`src/rtl/new_means_controller.sv`:
```
// new_means_controller
//   Sequencer for the new-means step of k-means. A start pulse walks every
//   centroid index through the divider, waits the divider latency, and writes
//   each new centroid back to centroid memory. Indices whose divider reports a
//   zero count are skipped so the old centroid is retained; those skips are
//   counted in empty_cnt.
//
// Optional feature (compile-time macro): NEW_MEANS_CONVERGENCE_CHECK_EN
//   When defined, the old centroid is read before each write and compared
//   with the new value; converged reports a pass that changed no centroid.
//   When undefined, mem_re and converged are tied low and no read logic exists.
//
// Ports
//   clk, rst            clock (rising edge), asynchronous active-high reset
//   start               one-cycle pass request, accepted only in IDLE
//   busy, done          pass in progress / one-cycle end-of-pass pulse
//   cent_cnt, divider_en  index and enable driven into the divider
//   divide_by_0, new_centroid  divider outputs for the current index
//   mem_we, mem_re, mem_addr, mem_wdata, mem_rdata  centroid memory port
//   empty_cnt           centroids skipped in the last pass (saturates at 15)
//   converged           last pass changed no centroid

module new_means_controller #(
    parameter int unsigned centroid_num   = 8,
    parameter int unsigned div_latency    = 2,
    parameter int unsigned addrWidth      = 8,
    parameter int unsigned dataWidth      = 91,
    parameter int unsigned cent_base_addr = 0
) (
    input  logic                 clk,
    input  logic                 rst,
    input  logic                 start,
    output logic                 busy,
    output logic                 done,
    output logic [2:0]           cent_cnt,
    output logic                 divider_en,
    input  logic                 divide_by_0,
    input  logic [dataWidth-1:0] new_centroid,
    output logic                 mem_we,
    output logic                 mem_re,
    output logic [addrWidth-1:0] mem_addr,
    output logic [dataWidth-1:0] mem_wdata,
    input  logic [dataWidth-1:0] mem_rdata,
    output logic [3:0]           empty_cnt,
    output logic                 converged
);

    localparam int unsigned          WAIT_W    = (div_latency < 1) ? 1 : $clog2(div_latency + 1);
    localparam logic [WAIT_W-1:0]    WAIT_LAST = WAIT_W'(div_latency);
    localparam logic [2:0]           IDX_LAST  = 3'(centroid_num - 1);
    localparam logic [addrWidth-1:0] BASE      = addrWidth'(cent_base_addr);

    typedef enum logic [1:0] {IDLE, CALC, WRITE, DONE} state_t;

    state_t                 state_q, state_d;
    logic [2:0]             idx_q, idx_d;
    logic [WAIT_W-1:0]      wait_q, wait_d;
    logic                   busy_q, busy_d;
    logic                   done_q, done_d;
    logic [2:0]             cent_cnt_q, cent_cnt_d;
    logic                   den_q, den_d;
    logic                   we_q, we_d;
    logic [addrWidth-1:0]   addr_q, addr_d;
    logic [dataWidth-1:0]   wdata_q, wdata_d;
    logic [3:0]             empty_q, empty_d;
`ifdef NEW_MEANS_CONVERGENCE_CHECK_EN
    logic                   re_q, re_d;
    logic [dataWidth-1:0]   old_q, old_d;
    logic                   unch_q, unch_d;
    logic                   conv_q, conv_d;
    logic                   unch_now;
`endif

    // Outputs are registered: every *_d below is the value the output takes
    // in the state being entered, so the divider sample taken on the last
    // CALC cycle lands directly in mem_we/mem_wdata for the WRITE cycle.
    always_comb begin
        state_d    = state_q;
        idx_d      = idx_q;
        wait_d     = wait_q;
        busy_d     = busy_q;
        done_d     = 1'b0;
        cent_cnt_d = cent_cnt_q;
        den_d      = den_q;
        we_d       = 1'b0;
        addr_d     = addr_q;
        wdata_d    = wdata_q;
        empty_d    = empty_q;
`ifdef NEW_MEANS_CONVERGENCE_CHECK_EN
        re_d       = 1'b0;
        old_d      = old_q;
        unch_d     = unch_q;
        conv_d     = conv_q;
        unch_now   = unch_q;
`endif
        case (state_q)
            IDLE: begin
                if (start) begin
                    state_d    = CALC;
                    idx_d      = '0;
                    wait_d     = '0;
                    busy_d     = 1'b1;
                    cent_cnt_d = '0;
                    den_d      = 1'b1;
                    empty_d    = '0;
`ifdef NEW_MEANS_CONVERGENCE_CHECK_EN
                    unch_d     = 1'b1;
                    conv_d     = 1'b0;
                    re_d       = 1'b1;
                    addr_d     = BASE;
`endif
                end
            end
            CALC: begin
`ifdef NEW_MEANS_CONVERGENCE_CHECK_EN
                // Read data is valid in the cycle after mem_re (second CALC cycle).
                if (wait_q == WAIT_W'(1))
                    old_d = mem_rdata;
`endif
                if (wait_q == WAIT_LAST) begin
                    state_d = WRITE;
                    den_d   = 1'b0;
                    addr_d  = BASE + addrWidth'(idx_q);
                    if (divide_by_0) begin
                        if (empty_q != 4'd15)
                            empty_d = empty_q + 4'd1;
                    end else begin
                        we_d    = 1'b1;
                        wdata_d = new_centroid;
                    end
                end else begin
                    wait_d = wait_q + WAIT_W'(1);
                end
            end
            WRITE: begin
`ifdef NEW_MEANS_CONVERGENCE_CHECK_EN
                unch_now = unch_q & ~(we_q && (wdata_q != old_q));
                unch_d   = unch_now;
`endif
                if (idx_q == IDX_LAST) begin
                    state_d = DONE;
                    done_d  = 1'b1;
`ifdef NEW_MEANS_CONVERGENCE_CHECK_EN
                    conv_d  = unch_now;
`endif
                end else begin
                    state_d    = CALC;
                    idx_d      = idx_q + 3'd1;
                    cent_cnt_d = idx_q + 3'd1;
                    den_d      = 1'b1;
                    wait_d     = '0;
`ifdef NEW_MEANS_CONVERGENCE_CHECK_EN
                    re_d       = 1'b1;
                    addr_d     = BASE + addrWidth'(idx_q + 3'd1);
`endif
                end
            end
            DONE: begin
                state_d = IDLE;
                busy_d  = 1'b0;
            end
            default: state_d = IDLE;
        endcase
    end

    always_ff @(posedge clk or posedge rst) begin
        if (rst) begin
            state_q    <= IDLE;
            idx_q      <= '0;
            wait_q     <= '0;
            busy_q     <= 1'b0;
            done_q     <= 1'b0;
            cent_cnt_q <= '0;
            den_q      <= 1'b0;
            we_q       <= 1'b0;
            addr_q     <= '0;
            wdata_q    <= '0;
            empty_q    <= '0;
`ifdef NEW_MEANS_CONVERGENCE_CHECK_EN
            re_q       <= 1'b0;
            old_q      <= '0;
            unch_q     <= 1'b0;
            conv_q     <= 1'b0;
`endif
        end else begin
            state_q    <= state_d;
            idx_q      <= idx_d;
            wait_q     <= wait_d;
            busy_q     <= busy_d;
            done_q     <= done_d;
            cent_cnt_q <= cent_cnt_d;
            den_q      <= den_d;
            we_q       <= we_d;
            addr_q     <= addr_d;
            wdata_q    <= wdata_d;
            empty_q    <= empty_d;
`ifdef NEW_MEANS_CONVERGENCE_CHECK_EN
            re_q       <= re_d;
            old_q      <= old_d;
            unch_q     <= unch_d;
            conv_q     <= conv_d;
`endif
        end
    end

    assign busy       = busy_q;
    assign done       = done_q;
    assign cent_cnt   = cent_cnt_q;
    assign divider_en = den_q;
    assign mem_we     = we_q;
    assign mem_addr   = addr_q;
    assign mem_wdata  = wdata_q;
    assign empty_cnt  = empty_q;
`ifdef NEW_MEANS_CONVERGENCE_CHECK_EN
    assign mem_re     = re_q;
    assign converged  = conv_q;
`else
    logic unused_rdata;
    assign unused_rdata = ^mem_rdata;
    assign mem_re       = 1'b0;
    assign converged    = 1'b0;
`endif

endmodule

```
`config.mk`:
```
export PLATFORM = sky130hd
export DESIGN_NAME = new_means_controller
export DESIGN_NICKNAME = d
export VERILOG_FILES = /design/src/rtl/new_means_controller.sv
export SDC_FILE = /design/constraint.sdc
export NUM_CORES = 1
export LEC_CHECK = 0
export ABC_CLOCK_PERIOD_IN_PS = 10000
export BUFFER_PORTS_ARGS = -buffer_cell sky130_fd_sc_hd__buf_2
export CORE_AREA = 2 2 114 116
export DETAILED_ROUTE_END_ITERATION = 8
export DIE_AREA = 0 0 116 118
export GPL_ROUTABILITY_DRIVEN = 0
export PLACE_DENSITY = 0.73
export SLEW_MARGIN = 5
export SYNTH_ARGS = -nofsm -noshare
export SYNTH_HDL_FRONTEND = slang
export SYNTH_SLANG_ARGS = --single-unit
```
`constraint.sdc`:
```
create_clock -name clk -period 10 [get_ports clk]
set_input_delay 3 -clock clk [delete_from_list [all_inputs] [get_ports clk]]
set_output_delay 3 -clock clk [all_outputs]
set_load 0.01 [all_outputs]
```
==> metrics.md, run 1 <==
| Metric | Value |
|---|---|
| TritonCTS Buffers | 9 |
| Vias in the first global route | 2992 |
| Chip Width | 116 um |
| Worst setup SP type | input port |
| Reg clk slew, reported paths | 0.07 ns |
| Starting Density | 0.382 |
| Top delay family on crit path | buffers and inverters |
| Lkg Pwr | 3.14 nW |
| Clock Tree Buf Depth | 2 |
| Share of flip-flops with an asynchronous set or reset | 1.00 |
| CP Class | input port to flop |
| Worst setup EP type | flop |
| Rel. slew slack | 0.445 |
| DR pass1 iterations | 4 |
| Setup bufs post-CTS | 0 |
| Skew-Pair Late Insertion Delay | 0.35 ns |
| Result of the run | finished clean |
| Hold Path Class | flop to flop |
| Main flop type after synthesis | dfrtp_1 |
| Antenna Nets Post-Route | 0 |
| Fin crit period | 4.11 ns |
| Synthesized area | 0.00474 sq mm |
| Post-synth cell types | 33 |
| Total chip power | 1.96 mW |
| Reg2Reg Depth | 6 |
| Total Routing Usage GR | 0.151 |
| Row count | 41 |
| Post-synthesis adder-cell area fraction | 0.0106 |
| Multiplexer share of the synthesized area | 0.291 |
| Slowest cell delay on critical path | 0.63 ns |
| Root buf cell | clkbuf_16 |
| Post-synthesis simple-gate area fraction | 0.0259 |
| Synth top area share | 0.575 |
| Setup_tns | 0 ns |
| XOR/XNOR share of the synthesized area | 0 |
| Critical Path, Cell by Cell | buf_2 > nor2_4 > buf_4 > mux2_2 |
| Maximum Capacitance Violations | 0 |
| First-pass GRT wire length | 15900 um |
| Iter 0 DRT Violations | 103 |
| Die extent in y | 118 um |
| CTS Hold Buffers Added | 0 |
| Slew Viols, Final | 0 |
| Worst Path Arrival | 4.34 ns |
| Post-CTS resize count | 0 |
| EDFF count, synth | 0 |
| Number of synthesized register bits | 109 |
| Avg Cell Area, Syn | 16.9 sq um |
| Routed WL | 10400 um |
| Largest family of logic cells by synthesized area | multiplexers |
| PD cells | 323 mW/mm^2 |
| Worst-Margin Slew | 0.832 ns |
| Synth top area cells | dfrtp_1, mux2_4, mux2_2 |
| Hold Fails Final Rpt | 0 |
| Number of cells on the critical path | 4 |
| Yosys warnings | 0 |
| Gr ovfl total | 0 |
| DRC viols | 0 |
| Number of top-level pins | 298 |
| Crit path max-delay cell type | buf_4 |
| Area grow syn2layout | 28.1% |
| Yosys top cell by area | dfrtp_1 |
| Largest net degree at the start of global routing | 59 |
| IO buf count | 199 |
| Detailed placement HPWL | 7650 um |
| TritonCTS clock tree | built |
| Hold path depth | 1 |
| H-tree lvl count | 3 |
| Area of the core | 0.0124 sq mm |
| Req. time, crit path | 10.23 ns |
| Nets | 670 |
| CP Buf/Inv Count | 2 |
| Via count | 3013 |
| Die ar. | 0.0137 sq mm |
| Worst vdd ir | 0.000178 V |
| Clock Skews | 0.00792 ns |
| Final Cycle Share | 0.411 |
| Max Fanout on Critical Path | 50 |
| Initial antenna violation count | 3 |
| Final Setup Violations | 0 |
| Layout cells sized above 1 | 0.656 |
| WL/cell | 15.8 um |
| Seq/Total Area, Yosys | 0.575 |
| Clock sink count | 109 |
| Unrepaired setup endpoints after global routing | false |
| Synthesized instance count | 281 |
| Synth Area in Compound Gates | 0.0380 |
| DR vias/cell | 4.57 |
| Achievable clock frequency | 243 MHz |
## state kept, by name (all words and copies together) (netlist names), 2 cells and up
signal     flops
mem_wdata     91
empty_cnt      4
state_q        2
wait_q         2
cent_cnt       3
mem_addr       3
## routing by layer
layer,vias to the layer above,GRT usage,part of all wire
met4,4,0.0632,0.017
met1,1465,0.194,0.43
met3,17,0.0572,0.094
met5,-,0,0.0020
met2,144,0.227,0.46
li1,1383,-,-
## per-stage QoR
stage / hold WS (ns) / instance area (sq um) / util / std cells / worst slack [ns]
2_1_floorplan: 0.508 / 4760 / - / 287 / 4.13
3_3_place_gp: 0.481 / 5750 / 0.463 / 641 / 5.57
3_5_place_dp: 0.487 / 5750 / 0.463 / 641 / 5.54
4_1_cts: 0.510 / 6070 / 0.489 / 657 / 5.92
5_1_grt: 0.518 / 6070 / 0.489 / 658 / 5.83
6_report: 0.505 / 6070 / 0.489 / 659 / 5.89
## cells in the mapped netlist, types with 2 or more instances
| library cell | count |
|---|---|
| nor2_1 | 5 |
| buf_4 | 8 |
| dfrtp_1 | 109 |
| buf_2 | 2 |
| mux2_2 | 17 |
| nor2b_1 | 2 |
| a21o_1 | 2 |
| mux2_4 | 79 |
| buf_12 | 9 |
| o22ai_1 | 2 |
| o31a_1 | 2 |
| ha_1 | 4 |
| a22o_1 | 6 |
| inv_1 | 7 |
| nand2_1 | 2 |
| o21ai_0 | 6 |
| nand3_1 | 3 |
## cells in the final DEF (no fill, tap or decap), drive strengths merged, types with 2 or more instances in the layout
cell type / netlist / final
nand3: 3 / 3
clkbuf: 1 / 9
mux2: 96 / 96
inv: 7 / 9
clkinvlp: 0 / 2
conb: 1 / 7
o21ai: 6 / 6
a22o: 6 / 6
ha: 4 / 4
dfrtp: 109 / 109
nand2: 2 / 2
o22ai: 2 / 2
buf: 19 / 202
bufinv: 0 / 2
diode: 0 / 2
nor2: 6 / 6
a21o: 2 / 2
nor2b: 2 / 2
o31a: 2 / 2
## power by group
group / total [mW] / switching, mW / internal, mW / leakage, nW
registers: 0.779 / 0.129 / 0.651 / 1.33
clock network: 0.381 / 0.161 / 0.221 / 0.152
logic: 0.804 / 0.337 / 0.467 / 1.65
total: 1.96 / 0.627 / 1.34 / 3.14
## logic make-up after synthesis
kind of cell,Yosys count
buf+inv,27
other cells,1
compound gates,25
mux,96
fa+ha+maj,4
flops,109
simple gates,19
## final timing paths
check                              startpoint             to  slack [ns]
worst max-delay path              divide_by_0  mem_wdata[71]        5.89
worst max register to register      wait_q[0]  mem_wdata[71]        7.73
min in group asynchronous                 rst   mem_wdata[7]        2.76
worst min-delay path            mem_wdata[32]  mem_wdata[32]        0.50
worst min register to register  mem_wdata[32]  mem_wdata[32]        0.50
max in group asynchronous                 rst  mem_wdata[12]        6.08
## cell type report
| class | count | area [sq um] |
|---|---|---|
| tap | 172 | 215 |
| timing repair buffer | 202 | 1020 |
| sequential | 109 | 2730 |
| multi-input combinational | 151 | 1760 |
| inverter | 7 | 28.8 |
| fill | 1088 | 6340 |
| clock buffer | 9 | 225 |
| clock inverter | 7 | 97.6 |
| antenna | 2 | 5.00 |
Power figures use the tool's default switching activity.
==> inputs of run 2 (changes only) <==
--- a/config.mk
+++ b/config.mk
@@ -5,13 +5,13 @@
 export SDC_FILE = /design/constraint.sdc
 export NUM_CORES = 1
 export LEC_CHECK = 0
-export ABC_CLOCK_PERIOD_IN_PS = 10000
+export ABC_CLOCK_PERIOD_IN_PS = 4100
 export BUFFER_PORTS_ARGS = -buffer_cell sky130_fd_sc_hd__buf_2
-export CORE_AREA = 2 2 114 116
+export CORE_AREA = 2 2 115 117
 export DETAILED_ROUTE_END_ITERATION = 8
-export DIE_AREA = 0 0 116 118
+export DIE_AREA = 0 0 117 119
 export GPL_ROUTABILITY_DRIVEN = 0
-export PLACE_DENSITY = 0.73
+export PLACE_DENSITY = 0.72
 export SLEW_MARGIN = 5
 export SYNTH_ARGS = -nofsm -noshare
 export SYNTH_HDL_FRONTEND = slang
==> constraint.sdc (replaced) <==
create_clock -name clk -period 4.1 [get_ports clk]
set_input_delay 1.23 -clock clk [delete_from_list [all_inputs] [get_ports clk]]
set_output_delay 1.23 -clock clk [all_outputs]
set_load 0.01 [all_outputs]
==> metrics.md, run 2 (synthesis gave the netlist of run 1 again) <==
| Metric | Value |
|---|---|
| Achievable clock frequency | 415 MHz |
| PD cells | 785 mW/mm^2 |
| Slew Viols, Final | 0 |
| Clock Skews | 0.00475 ns |
| Reg clk slew, reported paths | 0.07 ns |
| Via count | 2973 |
| Total Routing Usage GR | 0.142 |
| Maximum Capacitance Violations | 0 |
| Vias in the first global route | 2953 |
| Dpl cells | 646 |
| Routed WL | 10100 um |
| Chip Width | 117 um |
| Setup_tns | 0 ns |
| Clock sink count | 109 |
| Skew-Pair Late Insertion Delay | 0.34 ns |
| Row count | 42 |
| Layout cells sized above 1 | 0.656 |
| Initial antenna violation count | 0 |
| Root buf cell | clkbuf_16 |
| WL/cell | 15.3 um |
| Lkg Pwr | 3.15 nW |
| Area of the core | 0.0129 sq mm |
| Detailed placement HPWL | 7510 um |
| Clock Tree Buf Depth | 2 |
| Iter 0 DRT Violations | 130 |
| Area after DPL | 0.00580 sq mm |
| Unrepaired setup endpoints after global routing | false |
| Req. time, crit path | 4.33 ns |
| Area grow syn2layout | 29.4% |
| Fin crit period | 2.41 ns |
| Final instance area | 0.00613 sq mm |
| Antenna Nets Post-Route | 0 |
| Final Cycle Share | 0.587 |
| Die extent in y | 119 um |
| Starting Density | 0.368 |
| CP Class | input port to flop |
| Post-route insts no fill | 663 |
| Number of top-level pins | 298 |
| H-tree lvl count | 3 |
| Rel. slew slack | 0.544 |
| DRC viols | 0 |
| Largest net degree at the start of global routing | 49 |
| Final Util | 0.476 |
| Worst-Margin Slew | 0.683 ns |
| DR pass1 iterations | 4 |
| Most frequent cells in the layout | buf_2, dfrtp_1, mux2_4 |
| IO buf count | 199 |
| Hold Path Class | flop to flop |
| CTS Hold Buffers Added | 0 |
| Commonest non-fill, non-tap cell in the layout | buf_2 |
| First-pass GRT wire length | 15100 um |
| Worst vdd ir | 0.000277 V |
| Worst setup SP type | input port |
| Die ar. | 0.0139 sq mm |
| TritonCTS clock tree | built |
| Max Fanout on Critical Path | 44 |
| TritonCTS Buffers | 9 |
| DR vias/cell | 4.48 |
| Total chip power | 4.82 mW |
| Gr ovfl total | 0 |
| Nets | 671 |
| Max reg flops | 91 |
| Hold Fails Final Rpt | 0 |
| Post-CTS resize count | 0 |
| Final Setup Violations | 0 |
| Result of the run | finished clean |
| Setup bufs post-CTS | 0 |
| Worst setup EP type | flop |
| Fillers | 1156 |
| Worst Path Arrival | 2.63 ns |
## run 2: where the power goes
group	leakage [nW]	switching, mW	internal, mW
sequential	1.33	0.321	1.59
clock	0.157	0.395	0.557
combinational	1.66	0.811	1.14
## run 2: path summary, 6_finish.rpt
| path | endpoint | cells after the start | slack (ns) | start |
|---|---|---|---|---|
| worst min-delay path | mem_wdata[72] | 1 | 0.50 | mem_wdata[72] |
| worst max register to register | mem_wdata[62] | 6 | 1.75 | wait_q[0] |
| worst min register to register | mem_wdata[72] | 1 | 0.50 | mem_wdata[72] |
| max in group asynchronous | mem_addr[1] | 3 | 2.30 | rst |
| worst max-delay path | mem_wdata[62] | 4 | 1.69 | divide_by_0 |
| min in group asynchronous | mem_wdata[14] | 2 | 0.98 | rst |
## run 2: through the flow
stage	setup WS, ns	hold WS [ns]
6_report	1.69	0.505
2_1_floorplan	1.55	0.508
3_3_place_gp	1.35	0.485
4_1_cts	1.68	0.508
3_5_place_dp	1.30	0.486
5_1_grt	1.61	0.521
## run 2: final cells by class
class | instances | area [sq um] | share of cell area
clock inverters | 6 | 95.1 | 0.0155
clock buffers | 10 | 239 | 0.0390
well taps | 176 | 220 | 0.0359
diodes | 1 | 2.50 | 0.000408
inverters | 7 | 30.0 | 0.00489
multi-input cells | 151 | 1760 | 0.286
repair buffers | 203 | 1060 | 0.173
flip-flops and latches | 109 | 2730 | 0.445
## run 2: per-layer routing
metal  routed length [um]  vias to the layer above  GRT usage
met1                 4420                     1455      0.181
met3                  804                       14     0.0361
li1                     -                     1382          -
met2                 4680                      122      0.225
met5                    0                        -          0
met4                  216                        0     0.0676
## run 2: critical path, stage by stage
cell	delay (ns)
buf_2	0.12
nor2_4	0.51
buf_12	0.36
mux2_2	0.38
